<file path="src/rtl/gpio_pulse_meas_if.sv">
`default_nettype none
// ============================================================================
//  Module      : gpio_pulse_meas_if
//  Description : Signal bundle for the GPIO pulse-width measurement unit.
//                The master modport drives the pad inputs and control fields.
//                The slave modport (the measurement unit) returns status,
//                strobes and the per-channel results.
//  Signals     : pulse_i   - raw asynchronous pad inputs, one per channel
//                start_i   - one-cycle arm strobe per channel
//                level_i   - polarity to measure (1 = high pulse)
//                presc_i   - tick period minus one, shared by all channels
//                timeout_i - timeout in ticks (0 = none), sampled at arm
//                busy_o    - channel armed or measuring
//                done_o    - one-cycle strobe, measurement valid
//                timeout_o - one-cycle strobe, channel timed out
//                width_o   - last result, channel k at [k*CNT_W +: CNT_W]
//  Revision    : 1.0 - initial release
// ============================================================================
interface gpio_pulse_meas_if #(
    parameter int N_CH    = 4,
    parameter int CNT_W   = 32,
    parameter int PRESC_W = 16
);
    logic [N_CH-1:0]       pulse_i;
    logic [N_CH-1:0]       start_i;
    logic [N_CH-1:0]       level_i;
    logic [PRESC_W-1:0]    presc_i;
    logic [CNT_W-1:0]      timeout_i;
    logic [N_CH-1:0]       busy_o;
    logic [N_CH-1:0]       done_o;
    logic [N_CH-1:0]       timeout_o;
    logic [N_CH*CNT_W-1:0] width_o;

    modport master (
        output pulse_i, start_i, level_i, presc_i, timeout_i,
        input  busy_o, done_o, timeout_o, width_o
    );

    modport slave (
        input  pulse_i, start_i, level_i, presc_i, timeout_i,
        output busy_o, done_o, timeout_o, width_o
    );
endinterface
`default_nettype wire

</file>
<file path="src/rtl/gpio_pulse_meas.sv">
`default_nettype none
// ============================================================================
//  Module      : gpio_pulse_meas
//  Description : Multi-channel hardware pulse-width measurement. Each channel
//                is armed independently, waits for any pulse already in
//                progress to end, then measures the next pulse of the chosen
//                polarity in prescaled ticks, with an optional timeout.
//  Ports       : clk   - system clock
//                rst_n - asynchronous active-low reset
//                bus   - gpio_pulse_meas_if.slave (inputs, strobes, results)
//  Revision    : 1.0 - initial release
// ============================================================================
module gpio_pulse_meas #(
    parameter int N_CH        = 4,
    parameter int CNT_W       = 32,
    parameter int PRESC_W     = 16,
    parameter int SYNC_STAGES = 2
) (
    input  wire logic          clk,
    input  wire logic          rst_n,
    gpio_pulse_meas_if.slave   bus
);

    typedef enum logic [1:0] {
        ST_IDLE       = 2'd0,
        ST_WAIT_IDLE  = 2'd1,
        ST_WAIT_START = 2'd2,
        ST_MEASURE    = 2'd3
    } state_t;

    localparam logic [CNT_W-1:0] c_CNT_MAX  = '1;
    localparam logic [CNT_W-1:0] c_CNT_ZERO = '0;

    // ------------------------------------------------------------------
    // Input synchronisers: all edge decisions use the last stage only.
    // ------------------------------------------------------------------
    logic [N_CH-1:0] r_sync [SYNC_STAGES];
    logic [N_CH-1:0] w_s;

    always_ff @(posedge clk or negedge rst_n) begin
        if (!rst_n) begin
            for (int i = 0; i < SYNC_STAGES; i++) r_sync[i] <= '0;
        end else begin
            r_sync[0] <= bus.pulse_i;
            for (int i = 1; i < SYNC_STAGES; i++) r_sync[i] <= r_sync[i-1];
        end
    end

    assign w_s = r_sync[SYNC_STAGES-1];

    // ------------------------------------------------------------------
    // Shared tick prescaler. Compare with >= so that lowering presc_i
    // below the running count takes effect on the next cycle instead of
    // waiting for a full counter wrap.
    // ------------------------------------------------------------------
    logic [PRESC_W-1:0] r_presc_cnt;
    logic               w_tick;

    assign w_tick = (r_presc_cnt >= bus.presc_i);

    always_ff @(posedge clk or negedge rst_n) begin
        if (!rst_n)      r_presc_cnt <= '0;
        else if (w_tick) r_presc_cnt <= '0;
        else             r_presc_cnt <= r_presc_cnt + 1'b1;
    end

    // ------------------------------------------------------------------
    // Per-channel measurement FSMs
    // ------------------------------------------------------------------
    for (genvar k = 0; k < N_CH; k++) begin : g_ch
        state_t           r_state,   w_state_nxt;
        logic             r_level,   w_level_nxt;
        logic [CNT_W-1:0] r_tmo,     w_tmo_nxt;
        logic [CNT_W-1:0] r_elapsed, w_elapsed_nxt;
        logic [CNT_W-1:0] r_cnt,     w_cnt_nxt;
        logic [CNT_W-1:0] r_width,   w_width_nxt;
        logic             r_done,    w_done_nxt;
        logic             r_tout,    w_tout_nxt;
        logic [CNT_W-1:0] w_elapsed_inc;
        logic [CNT_W-1:0] w_tick_ext;
        logic             w_tmo_hit;
        logic             w_at_level;

        assign w_tick_ext    = {{(CNT_W-1){1'b0}}, w_tick};
        assign w_elapsed_inc = r_elapsed + w_tick_ext;
        assign w_tmo_hit     = (r_tmo != c_CNT_ZERO) && (w_elapsed_inc == r_tmo);
        assign w_at_level    = (w_s[k] == r_level);

        always_ff @(posedge clk or negedge rst_n) begin
            if (!rst_n) begin
                r_state   <= ST_IDLE;
                r_level   <= 1'b0;
                r_tmo     <= '0;
                r_elapsed <= '0;
                r_cnt     <= '0;
                r_width   <= '0;
                r_done    <= 1'b0;
                r_tout    <= 1'b0;
            end else begin
                r_state   <= w_state_nxt;
                r_level   <= w_level_nxt;
                r_tmo     <= w_tmo_nxt;
                r_elapsed <= w_elapsed_nxt;
                r_cnt     <= w_cnt_nxt;
                r_width   <= w_width_nxt;
                r_done    <= w_done_nxt;
                r_tout    <= w_tout_nxt;
            end
        end

        always_comb begin
            w_state_nxt   = r_state;
            w_level_nxt   = r_level;
            w_tmo_nxt     = r_tmo;
            w_elapsed_nxt = r_elapsed;
            w_cnt_nxt     = r_cnt;
            w_width_nxt   = r_width;
            w_done_nxt    = 1'b0;
            w_tout_nxt    = 1'b0;

            if (bus.start_i[k]) begin
                // Arm (or silently restart); suppresses any strobe this cycle.
                w_level_nxt   = bus.level_i[k];
                w_tmo_nxt     = bus.timeout_i;
                w_elapsed_nxt = '0;
                w_state_nxt   = ST_WAIT_IDLE;
            end else begin
                if (r_state != ST_IDLE) w_elapsed_nxt = w_elapsed_inc;
                case (r_state)
                    ST_WAIT_IDLE: begin
                        if (!w_at_level) w_state_nxt = ST_WAIT_START;
                    end
                    ST_WAIT_START: begin
                        if (w_at_level) begin
                            w_state_nxt = ST_MEASURE;
                            w_cnt_nxt   = w_tick_ext;
                        end
                    end
                    ST_MEASURE: begin
                        if (w_at_level) begin
                            if (r_cnt != c_CNT_MAX) w_cnt_nxt = r_cnt + w_tick_ext;
                        end else begin
                            w_width_nxt = r_cnt;
                            w_done_nxt  = 1'b1;
                            w_state_nxt = ST_IDLE;
                        end
                    end
                    default: ;
                endcase
                // End of pulse has priority over a coincident timeout.
                if (r_state != ST_IDLE && !w_done_nxt && w_tmo_hit) begin
                    w_width_nxt = '0;
                    w_tout_nxt  = 1'b1;
                    w_state_nxt = ST_IDLE;
                end
            end
        end

        assign bus.busy_o[k]                   = (r_state != ST_IDLE);
        assign bus.done_o[k]                   = r_done;
        assign bus.timeout_o[k]                = r_tout;
        assign bus.width_o[k*CNT_W +: CNT_W]   = r_width;
    end

endmodule
`default_nettype wire

</file>
<file path="src/flat_wrapper.sv">
// flat-port wrapper written by rule: the top's interface ports become plain ports
module gpio_pulse_meas_flat 
#(
    parameter int N_CH        = 4,
    parameter int CNT_W       = 32,
    parameter int PRESC_W     = 16,
    parameter int SYNC_STAGES = 2
)
  (clk, rst_n, bus_pulse_i, bus_start_i, bus_level_i, bus_presc_i, bus_timeout_i, bus_busy_o, bus_done_o, bus_timeout_o, bus_width_o);
  gpio_pulse_meas_if #(.N_CH(N_CH), .CNT_W(CNT_W), .PRESC_W(PRESC_W)) bus_i ();
  input  wire logic clk;
  input  wire logic rst_n;
  input wire logic [$bits(bus_i.pulse_i)-1:0] bus_pulse_i;
  input wire logic [$bits(bus_i.start_i)-1:0] bus_start_i;
  input wire logic [$bits(bus_i.level_i)-1:0] bus_level_i;
  input wire logic [$bits(bus_i.presc_i)-1:0] bus_presc_i;
  input wire logic [$bits(bus_i.timeout_i)-1:0] bus_timeout_i;
  output wire logic [$bits(bus_i.busy_o)-1:0] bus_busy_o;
  output wire logic [$bits(bus_i.done_o)-1:0] bus_done_o;
  output wire logic [$bits(bus_i.timeout_o)-1:0] bus_timeout_o;
  output wire logic [$bits(bus_i.width_o)-1:0] bus_width_o;
  assign bus_i.pulse_i = bus_pulse_i;
  assign bus_i.start_i = bus_start_i;
  assign bus_i.level_i = bus_level_i;
  assign bus_i.presc_i = bus_presc_i;
  assign bus_i.timeout_i = bus_timeout_i;
  assign bus_busy_o = bus_i.busy_o;
  assign bus_done_o = bus_i.done_o;
  assign bus_timeout_o = bus_i.timeout_o;
  assign bus_width_o = bus_i.width_o;
  gpio_pulse_meas #(.N_CH(N_CH), .CNT_W(CNT_W), .PRESC_W(PRESC_W), .SYNC_STAGES(SYNC_STAGES)) u_core (.clk(clk), .rst_n(rst_n), .bus(bus_i));
endmodule
</file>
<file path="config.mk">
export PLATFORM = sky130hd
export DESIGN_NAME = gpio_pulse_meas_flat
export DESIGN_NICKNAME = d
export VERILOG_FILES = /design/src/rtl/gpio_pulse_meas_if.sv /design/src/rtl/gpio_pulse_meas.sv /design/src/flat_wrapper.sv
export SDC_FILE = /design/constraint.sdc
export NUM_CORES = 1
export LEC_CHECK = 0
export ABC_CLOCK_PERIOD_IN_PS = 6000
export CAP_MARGIN = 20
export CORE_UTILIZATION = 55
export CTS_CLUSTER_DIAMETER = 30
export CTS_CLUSTER_SIZE = 8
export DETAILED_ROUTE_END_ITERATION = 10
export PLACE_DENSITY = 0.75
export SLEW_MARGIN = 15
export SYNTH_ARGS = -nofsm -noshare
export SYNTH_HDL_FRONTEND = slang
export SYNTH_SLANG_ARGS = --single-unit
</file>
<file path="constraint.sdc">
create_clock -name clk -period 6 [get_ports clk]
set_input_delay 1.8 -clock clk [delete_from_list [all_inputs] [get_ports clk]]
set_output_delay 1.8 -clock clk [all_outputs]
set_load 0.01 [all_outputs]
</file>
==> flow_metrics.tcl, run 1 <==
set metrics [dict create \
    ys_seq_area_share_pct 46.3 \
    gr-total-overflow 0 \
    synth_cells 3177 \
    antenna_left 0 \
    critical_path_peak_fanout 8 \
    avgViaCountPerCell 6.02 \
    clk_latency_ns 0.67 \
    finalSetupViolations 0 \
    finish.utilization_pct 69.7 \
    layout_min_cycle_time_ns 5.84 \
    run_status "complete, no violations" \
    clock-skew-final_ns 0.0373 \
    initialDrtViolationCount 1795 \
    place_hpwl_um 54300 \
    cts.root.buffer_cell "sky130_fd_sc_hd__clkbuf_16" \
    io_pins 202 \
    die_w_um 236 \
    worst_setup_hold_path_clk_slew_ns 0.05 \
    fmax_mhz 171 \
    place.port_buffers 201 \
    maximum_number_of_pins_on_one_net_before_global_route_repair 113 \
    route.detailed.wl_per_inst_um 19.3 \
    place_congestion 0.934 \
    preCtsSetupSlack_ns -0.646 \
    detail_route.first_pass.iterations 5 \
    synth_top_flop_cell "sky130_fd_sc_hd__dfrtp_1" \
    post_synth_num_cell_types 84 \
    finish.net_count 3512 \
    final-hold-violation-count 0 \
    maximum_capacitance_violations 0 \
    crit_arrival_ns 6.38 \
    core_um2 53900 \
    ys_async_sr_fraction_pct 100 \
    numClockSinks 556 \
    mean_area_per_synthesized_cell_um2 9.46 \
    synth.largest_area_cell "sky130_fd_sc_hd__dfrtp_1" \
    dr_total_vias 25300 \
    num_antenna_cells 0 \
    die_height_um 236 \
    post-route-worst-setup-slack_ns 0.158 \
    number_of_buffers_added_to_fix_hold_violations_after_cts 0 \
    cts-buffers-inserted 118 \
    synth-warning-count 0 \
    route.detailed.drc 0 \
    fp-row-count 85 \
    yosys.area.top_type_share_pct 46.3 \
    synth_area_leaders "sky130_fd_sc_hd__dfrtp_1 (46%), sky130_fd_sc_hd__xor2_1 (4.8%), sky130_fd_sc_hd__mux2_2 (4.8%)" \
    fillCellCount 3974 \
    syn_area_um2 30100 \
    floorplan.initialDensity_pct 55.7 \
    mappedNetlistNets 3276 \
    number_of_enable_flip_flop_cells_after_synthesis 0 \
    finalWirelength_um 81100 \
    timing.hold.ws_ns 0.343 \
    area_growth_pct 25.1 \
    first_global_vias 25200 \
    htree_num_levels 3 \
    clock_path_buffers 3 \
    cellPowerDensity_nw_per_um2 334 \
    max_slew_margin_pct 38.2 \
    register_bit_total_from_synthesis 556 \
    die_area_um2 55600 \
    total_leakage_power_nw 16.1 \
    finalCritPeriodShare_pct 97.4 \
    max_slew.worst_pin.slew_ns 0.919 \
    grt_first_pass_wirelength_um 132000 \
    min_path_type "reg -> reg" \
    grt_usage_pct 28.9 \
    final_layout_size_suffix_gt1_share_pct 14.7 \
    worst_setup_path_category "in -> reg" \
    grt_antenna_before_repair 0 \
    timing.critical_path.from_type "primary input" \
    timing.critical_path.required_ns 6.54 \
    cts_tree "done" \
    timing.critical_path.to_type "flip-flop" \
    number_of_slew_limit_violations_in_the_final_report 0 \
    vdd_drop_max_mv 0.265 \
]
## area by class of cell
type	instances	area, um2	area share (%)
clock inverters	69	1140	3.02
repair buffers	315	3020	8.03
clock buffers	146	3240	8.62
multi-input cells	2359	15200	40.4
flip-flops and latches	556	13900	37.0
well taps	696	871	2.32
inverters	63	236	0.629
## worst max-delay path, stage by stage
cell and delay, ns:
sky130_fd_sc_hd__clkdlybuf4s50_1 0.46, sky130_fd_sc_hd__inv_1 0.04, sky130_fd_sc_hd__ha_1 0.28, sky130_fd_sc_hd__nand4_1 0.19, sky130_fd_sc_hd__a211oi_2 0.30, sky130_fd_sc_hd__o41ai_2 0.15, sky130_fd_sc_hd__o21ai_4 0.19, sky130_fd_sc_hd__buf_12 0.16
sky130_fd_sc_hd__ha_4 0.15, sky130_fd_sc_hd__ha_4 0.12, sky130_fd_sc_hd__buf_4 0.11, sky130_fd_sc_hd__nand3_2 0.06, sky130_fd_sc_hd__buf_4 0.17, sky130_fd_sc_hd__or4_1 0.45, sky130_fd_sc_hd__or3_1 0.37, sky130_fd_sc_hd__a32oi_1 0.20
sky130_fd_sc_hd__a21oi_1 0.11, sky130_fd_sc_hd__a2111o_1 0.36, sky130_fd_sc_hd__nor4_4 0.28, sky130_fd_sc_hd__buf_6 0.19, sky130_fd_sc_hd__clkbuf_16 0.17, sky130_fd_sc_hd__nor2_1 0.05
## where the power goes
| group | switching (mW) | total (mW) | internal, mW |
|---|---|---|---|
| combinational | 0.696 | 1.27 | 0.571 |
| sequential | 0.264 | 4.24 | 3.97 |
| clock | 2.13 | 7.06 | 4.93 |
## repair_timing
item / in CTS / in global routing
setup endpoints to repair: 0 / 135
buffers inserted: 0 / 3
resized for setup: 0 / 17
## registers in the layout (all words and copies together) (netlist names)
signal	flops
u_core.g_ch.r_cnt	128
u_core.g_ch.r_done	4
u_core.g_ch.r_elapsed	128
u_core.g_ch.r_level	4
u_core.g_ch.r_state	8
u_core.g_ch.r_tmo	128
u_core.g_ch.r_tout	4
u_core.g_ch.r_width	128
u_core.r_presc_cnt	16
u_core.r_sync	4
u_core.w_s	4
## cell usage in the layout, fill, tap and decap left out, types with 76 or more instances in the layout
cell	n
sky130_fd_sc_hd__buf_4	102
sky130_fd_sc_hd__nand3_1	156
sky130_fd_sc_hd__nand2_1	348
sky130_fd_sc_hd__clkbuf_16	123
sky130_fd_sc_hd__nor2_1	289
sky130_fd_sc_hd__mux2_2	128
sky130_fd_sc_hd__xnor2_1	161
sky130_fd_sc_hd__dfrtp_1	556
sky130_fd_sc_hd__a21oi_1	76
sky130_fd_sc_hd__nand4_1	99
sky130_fd_sc_hd__nor3_1	91
sky130_fd_sc_hd__clkdlybuf4s50_1	196
sky130_fd_sc_hd__xor2_1	165
sky130_fd_sc_hd__o21ai_0	177
## Yosys cell counts (all sizes together) (15+ instances only)
library cell  instances
a21oi                78
and2                 21
nand4               101
nor4                 63
and3                 48
or3                  51
a31oi                15
xor2                165
nand2               348
nor2                294
nor3                 91
a22o                 32
buf                  52
and4                 23
nand3               159
clkbuf              147
ha                   37
inv                  61
mux2i                46
o31ai                30
o21ai               212
mux2                128
xnor2               161
a21o                 23
dfrtp               556
a22oi                64
## stage by stage
stage	power [mW]	std cells	area, um2	setup TNS, ns
after detailed placement	5.53	3982	33000	-69.86
after global placement	5.48	3982	33000	-58.57
after global routing	13.0	4204	37600	-0.214
final	12.6	4204	37600	0
after CTS	12.6	4197	37400	0
after floorplan	4.96	3177	30100	0
## routing by layer
layer | global-route usage, % | vias up | wire length [um]
li1 | - | 11800 | -
met1 | 37.2 | 12500 | 33800
met2 | 49.0 | 827 | 40400
met3 | 4.60 | 172 | 4140
met4 | 11.6 | 0 | 2740
met5 | 0 | - | 0
## path summary, 6_finish.rpt
path,slack (ns),from,end,cells past startpoint
worst max-delay path,0.16,bus_presc_i[13],u_core.g_ch[1].r_width[29],22
worst min-delay path,0.34,u_core.r_sync[4],u_core.w_s[0],0
worst max register to register,1.35,u_core.r_presc_cnt[9],u_core.g_ch[0].r_width[0],19
worst min register to register,0.34,u_core.r_sync[4],u_core.w_s[0],0
max in group asynchronous,3.64,rst_n,u_core.g_ch[3].r_elapsed[17],2
min in group asynchronous,1.18,rst_n,u_core.g_ch[1].r_done,1
## logic make-up after synthesis
logic type                 count (synthesis)  synth area share, %
adders and majority gates                 37                 1.54
and+or+nand+nor                         1270                 20.9
AOI/OAI and AO/OA                        552                 11.9
buffers and inverters                    262                 3.59
xor gates and xnor gates                 326                 9.50
muxes                                    174                 6.33
DFF                                      556                 46.3
No activity file was read; power rests on OpenSTA's default activity.
==> run 2, diff against run 1 <==
- ABC_CLOCK_PERIOD_IN_PS: 6000 -> 7500
- CELL_PAD_IN_SITES_DETAIL_PLACEMENT: not set -> 0
- CELL_PAD_IN_SITES_GLOBAL_PLACEMENT: not set -> 1
- CORE_UTILIZATION: 55 -> 50
- PLACE_DENSITY: 0.75 -> not set
- PLACE_DENSITY_LB_ADDON: not set -> 0.1
- clock period: 6 -> 7.5 ns (I/O delays scaled with it)
==> run 2 against run 1 <==
The run now ends with design-rule violations left. Global-route usage decreased by 2.2 points. Critical path type unchanged. Design area decreased by 0.62%. Power decreased by 17%.
==> flow_metrics.tcl, run 2 (synthesis gave the netlist of run 1 again) <==
set metrics [dict create \
    grt_usage_pct 26.8 \
    place_hpwl_um 54600 \
    max_slew.worst_pin.slew_ns 1.15 \
    clk_latency_ns 0.71 \
    pwr-share-seq_pct 32.5 \
    cts-buffers-inserted 134 \
    power_mw 10.4 \
    rr_startpoint "u_core.r_presc_cnt[9]" \
    final_layout_size_suffix_gt1_share_pct 13.1 \
    antenna_left 0 \
    area_growth_pct 24.3 \
    place_congestion 0.886 \
    finish.net_count 3451 \
    power.share.clock_pct 57.9 \
    route.detailed.drc 8 \
    gr-total-overflow 0 \
    cts.root.buffer_cell "sky130_fd_sc_hd__clkbuf_16" \
    avgViaCountPerCell 5.83 \
    die_height_um 247 \
    floorplan.initialDensity_pct 50.7 \
    grt_antenna_before_repair 0 \
    layout_commonest_cell "sky130_fd_sc_hd__dfrtp_1" \
    number_of_slew_limit_violations_in_the_final_report 0 \
    max_slew_margin_pct 22.8 \
    power.switching_mw 2.60 \
    layout.area.seq_um2 13900 \
    total_negative_slack_ns 0 \
    r2r_cells 18 \
    finalCritPeriodShare_pct 87.8 \
    worst_setup_hold_path_clk_slew_ns 0.04 \
    min_path_cells 0 \
    cts_tree "done" \
    number_of_buffers_added_to_fix_hold_violations_after_cts 0 \
    hold-path-endpoint "u_core.w_s[0]" \
    crit_arrival_ns 7.16 \
    finalSetupViolations 0 \
    critical_path_peak_fanout 33 \
    dr_total_vias 24700 \
    maximum_number_of_pins_on_one_net_before_global_route_repair 146 \
    final_cell_mix "sky130_fd_sc_hd__dfrtp_1 (556), sky130_fd_sc_hd__nand2_1 (348), sky130_fd_sc_hd__nor2_1 (287), sky130_fd_sc_hd__clkdlybuf4s50_1 (196), sky130_fd_sc_hd__o21ai_0 (177)" \
    numClockSinks 556 \
    post-cts-setup-buffers 0 \
    multi_input_gate_area_um2 15100 \
    layout_min_cycle_time_ns 6.59 \
    min_path_type "reg -> reg" \
    timing.critical_path.from_type "primary input" \
    violations "design-rule violations" \
    post_dp_cell_area_um2 32600 \
    cellPowerDensity_nw_per_um2 279 \
    setup_repair_after_global_routing_missed_its_margin "no" \
    sw_share_pct 24.9 \
    route.detailed.wl_per_inst_um 19.1 \
    initialDrtViolationCount 1570 \
    crit-reg2reg-capture "u_core.g_ch[1].r_width[10]" \
    met1_usage_pct 35.6 \
    grt_first_pass_wirelength_um 131000 \
    finalWirelength_um 81000 \
    timing.critical_path.required_ns 8.08 \
    met3_usage_pct 4.60 \
    io_pins 202 \
    worstHoldStart "u_core.r_sync[4]" \
    intPower_mw 7.82 \
    fp-row-count 89 \
    regToRegSetupSlack_ns 2.54 \
    timing.critical_path.to_type "flip-flop" \
    detail_route.first_pass.iterations 9 \
    grt_most_used_layer "met2" \
    place.port_buffers 201 \
    vdd_drop_max_mv 0.223 \
    final-hold-violation-count 0 \
    die_w_um 247 \
    worst_setup_path_category "in -> reg" \
    run_status "complete, but fails checks" \
    die_area_um2 61100 \
    core_um2 59200 \
    first_global_vias 24200 \
    finish.utilization_pct 63.1 \
    num_antenna_cells 0 \
    fillCellCount 4938 \
    fmax_mhz 152 \
    groute.layer.met2.usage_pct 43.6 \
    htree_num_levels 4 \
    clock-skew-final_ns 0.0229 \
    combinationalPowerShare_pct 9.6 \
    clock_path_buffers 3 \
    total_leakage_power_nw 15.9 \
    maximum_capacitance_violations 0 \
    stdcell_area_um2 37400 \
    post_cts.resized_instances 0 \
]
[run 2: metal layers]
layer,vias up,wire length (um)
li1,11700,-
met1,12200,36100
met2,592,39300
met3,127,3610
met4,0,1890
met5,-,0
[run 2: power by group through the flow]
stage | clock network, mW | registers, mW | logic, mW
floorplan | 0 | 3.38 | 0.589
global placement | 0 | 3.42 | 0.974
CTS | 6.13 | 3.38 | 1.00
global route | 6.30 | 3.41 | 1.11
finish | 6.04 | 3.39 | 0.996
detailed placement | 0 | 3.42 | 0.997
[run 2: final cells by class]
type,instances,area share [%]
Multi-Input combinational cell,2359,40.4
Sequential cell,556,37.2
Clock buffer,167,9.84
Timing Repair Buffer,238,6.39
Clock inverter,72,2.89
Tap cell,773,2.59
Inverter,63,0.633
[run 2: worst max path at each step]
stage                                            end  slack, ns             from  cells past startpoint
after floorplan           u_core.g_ch[1].r_width[10]       0.94   bus_presc_i[0]                     19
after global placement     u_core.g_ch[3].r_state[0]       0.35   bus_presc_i[9]                     20
after detailed placement  u_core.g_ch[1].r_width[10]       0.23   bus_presc_i[9]                     20
after CTS                 u_core.g_ch[1].r_width[10]       0.95   bus_presc_i[9]                     20
after global routing      u_core.g_ch[2].r_width[28]       0.67  bus_presc_i[13]                     19
final                     u_core.g_ch[1].r_width[10]       0.91   bus_presc_i[9]                     20
[run 2: per-stage QoR]
stage	hold WS, ns	setup WS (ns)	instances
floorplan	0.331	0.944	3177
global placement	0.334	0.345	3988
detailed placement	0.335	0.230	3988
CTS	0.344	0.953	4227
global route	0.348	0.669	4228
finish	0.343	0.913	4228
[run 2: worst max-delay path, cell delays in order]
cell and delay, ns:
sky130_fd_sc_hd__clkdlybuf4s50_1 0.46, sky130_fd_sc_hd__inv_1 0.05, sky130_fd_sc_hd__ha_1 0.31, sky130_fd_sc_hd__a21o_1 0.17
sky130_fd_sc_hd__a21o_1 0.17, sky130_fd_sc_hd__a21oi_1 0.14, sky130_fd_sc_hd__nor2_1 0.05, sky130_fd_sc_hd__a211oi_1 0.39
sky130_fd_sc_hd__o21ai_4 0.28, sky130_fd_sc_hd__ha_1 0.31, sky130_fd_sc_hd__ha_1 0.31, sky130_fd_sc_hd__xor2_1 0.15
sky130_fd_sc_hd__nor3_1 0.20, sky130_fd_sc_hd__o2111ai_1 0.14, sky130_fd_sc_hd__nor4_1 0.21, sky130_fd_sc_hd__or4b_2 0.63
sky130_fd_sc_hd__a2111o_1 0.42, sky130_fd_sc_hd__nor4_4 0.20, sky130_fd_sc_hd__buf_12 0.24, sky130_fd_sc_hd__nor2_1 0.08
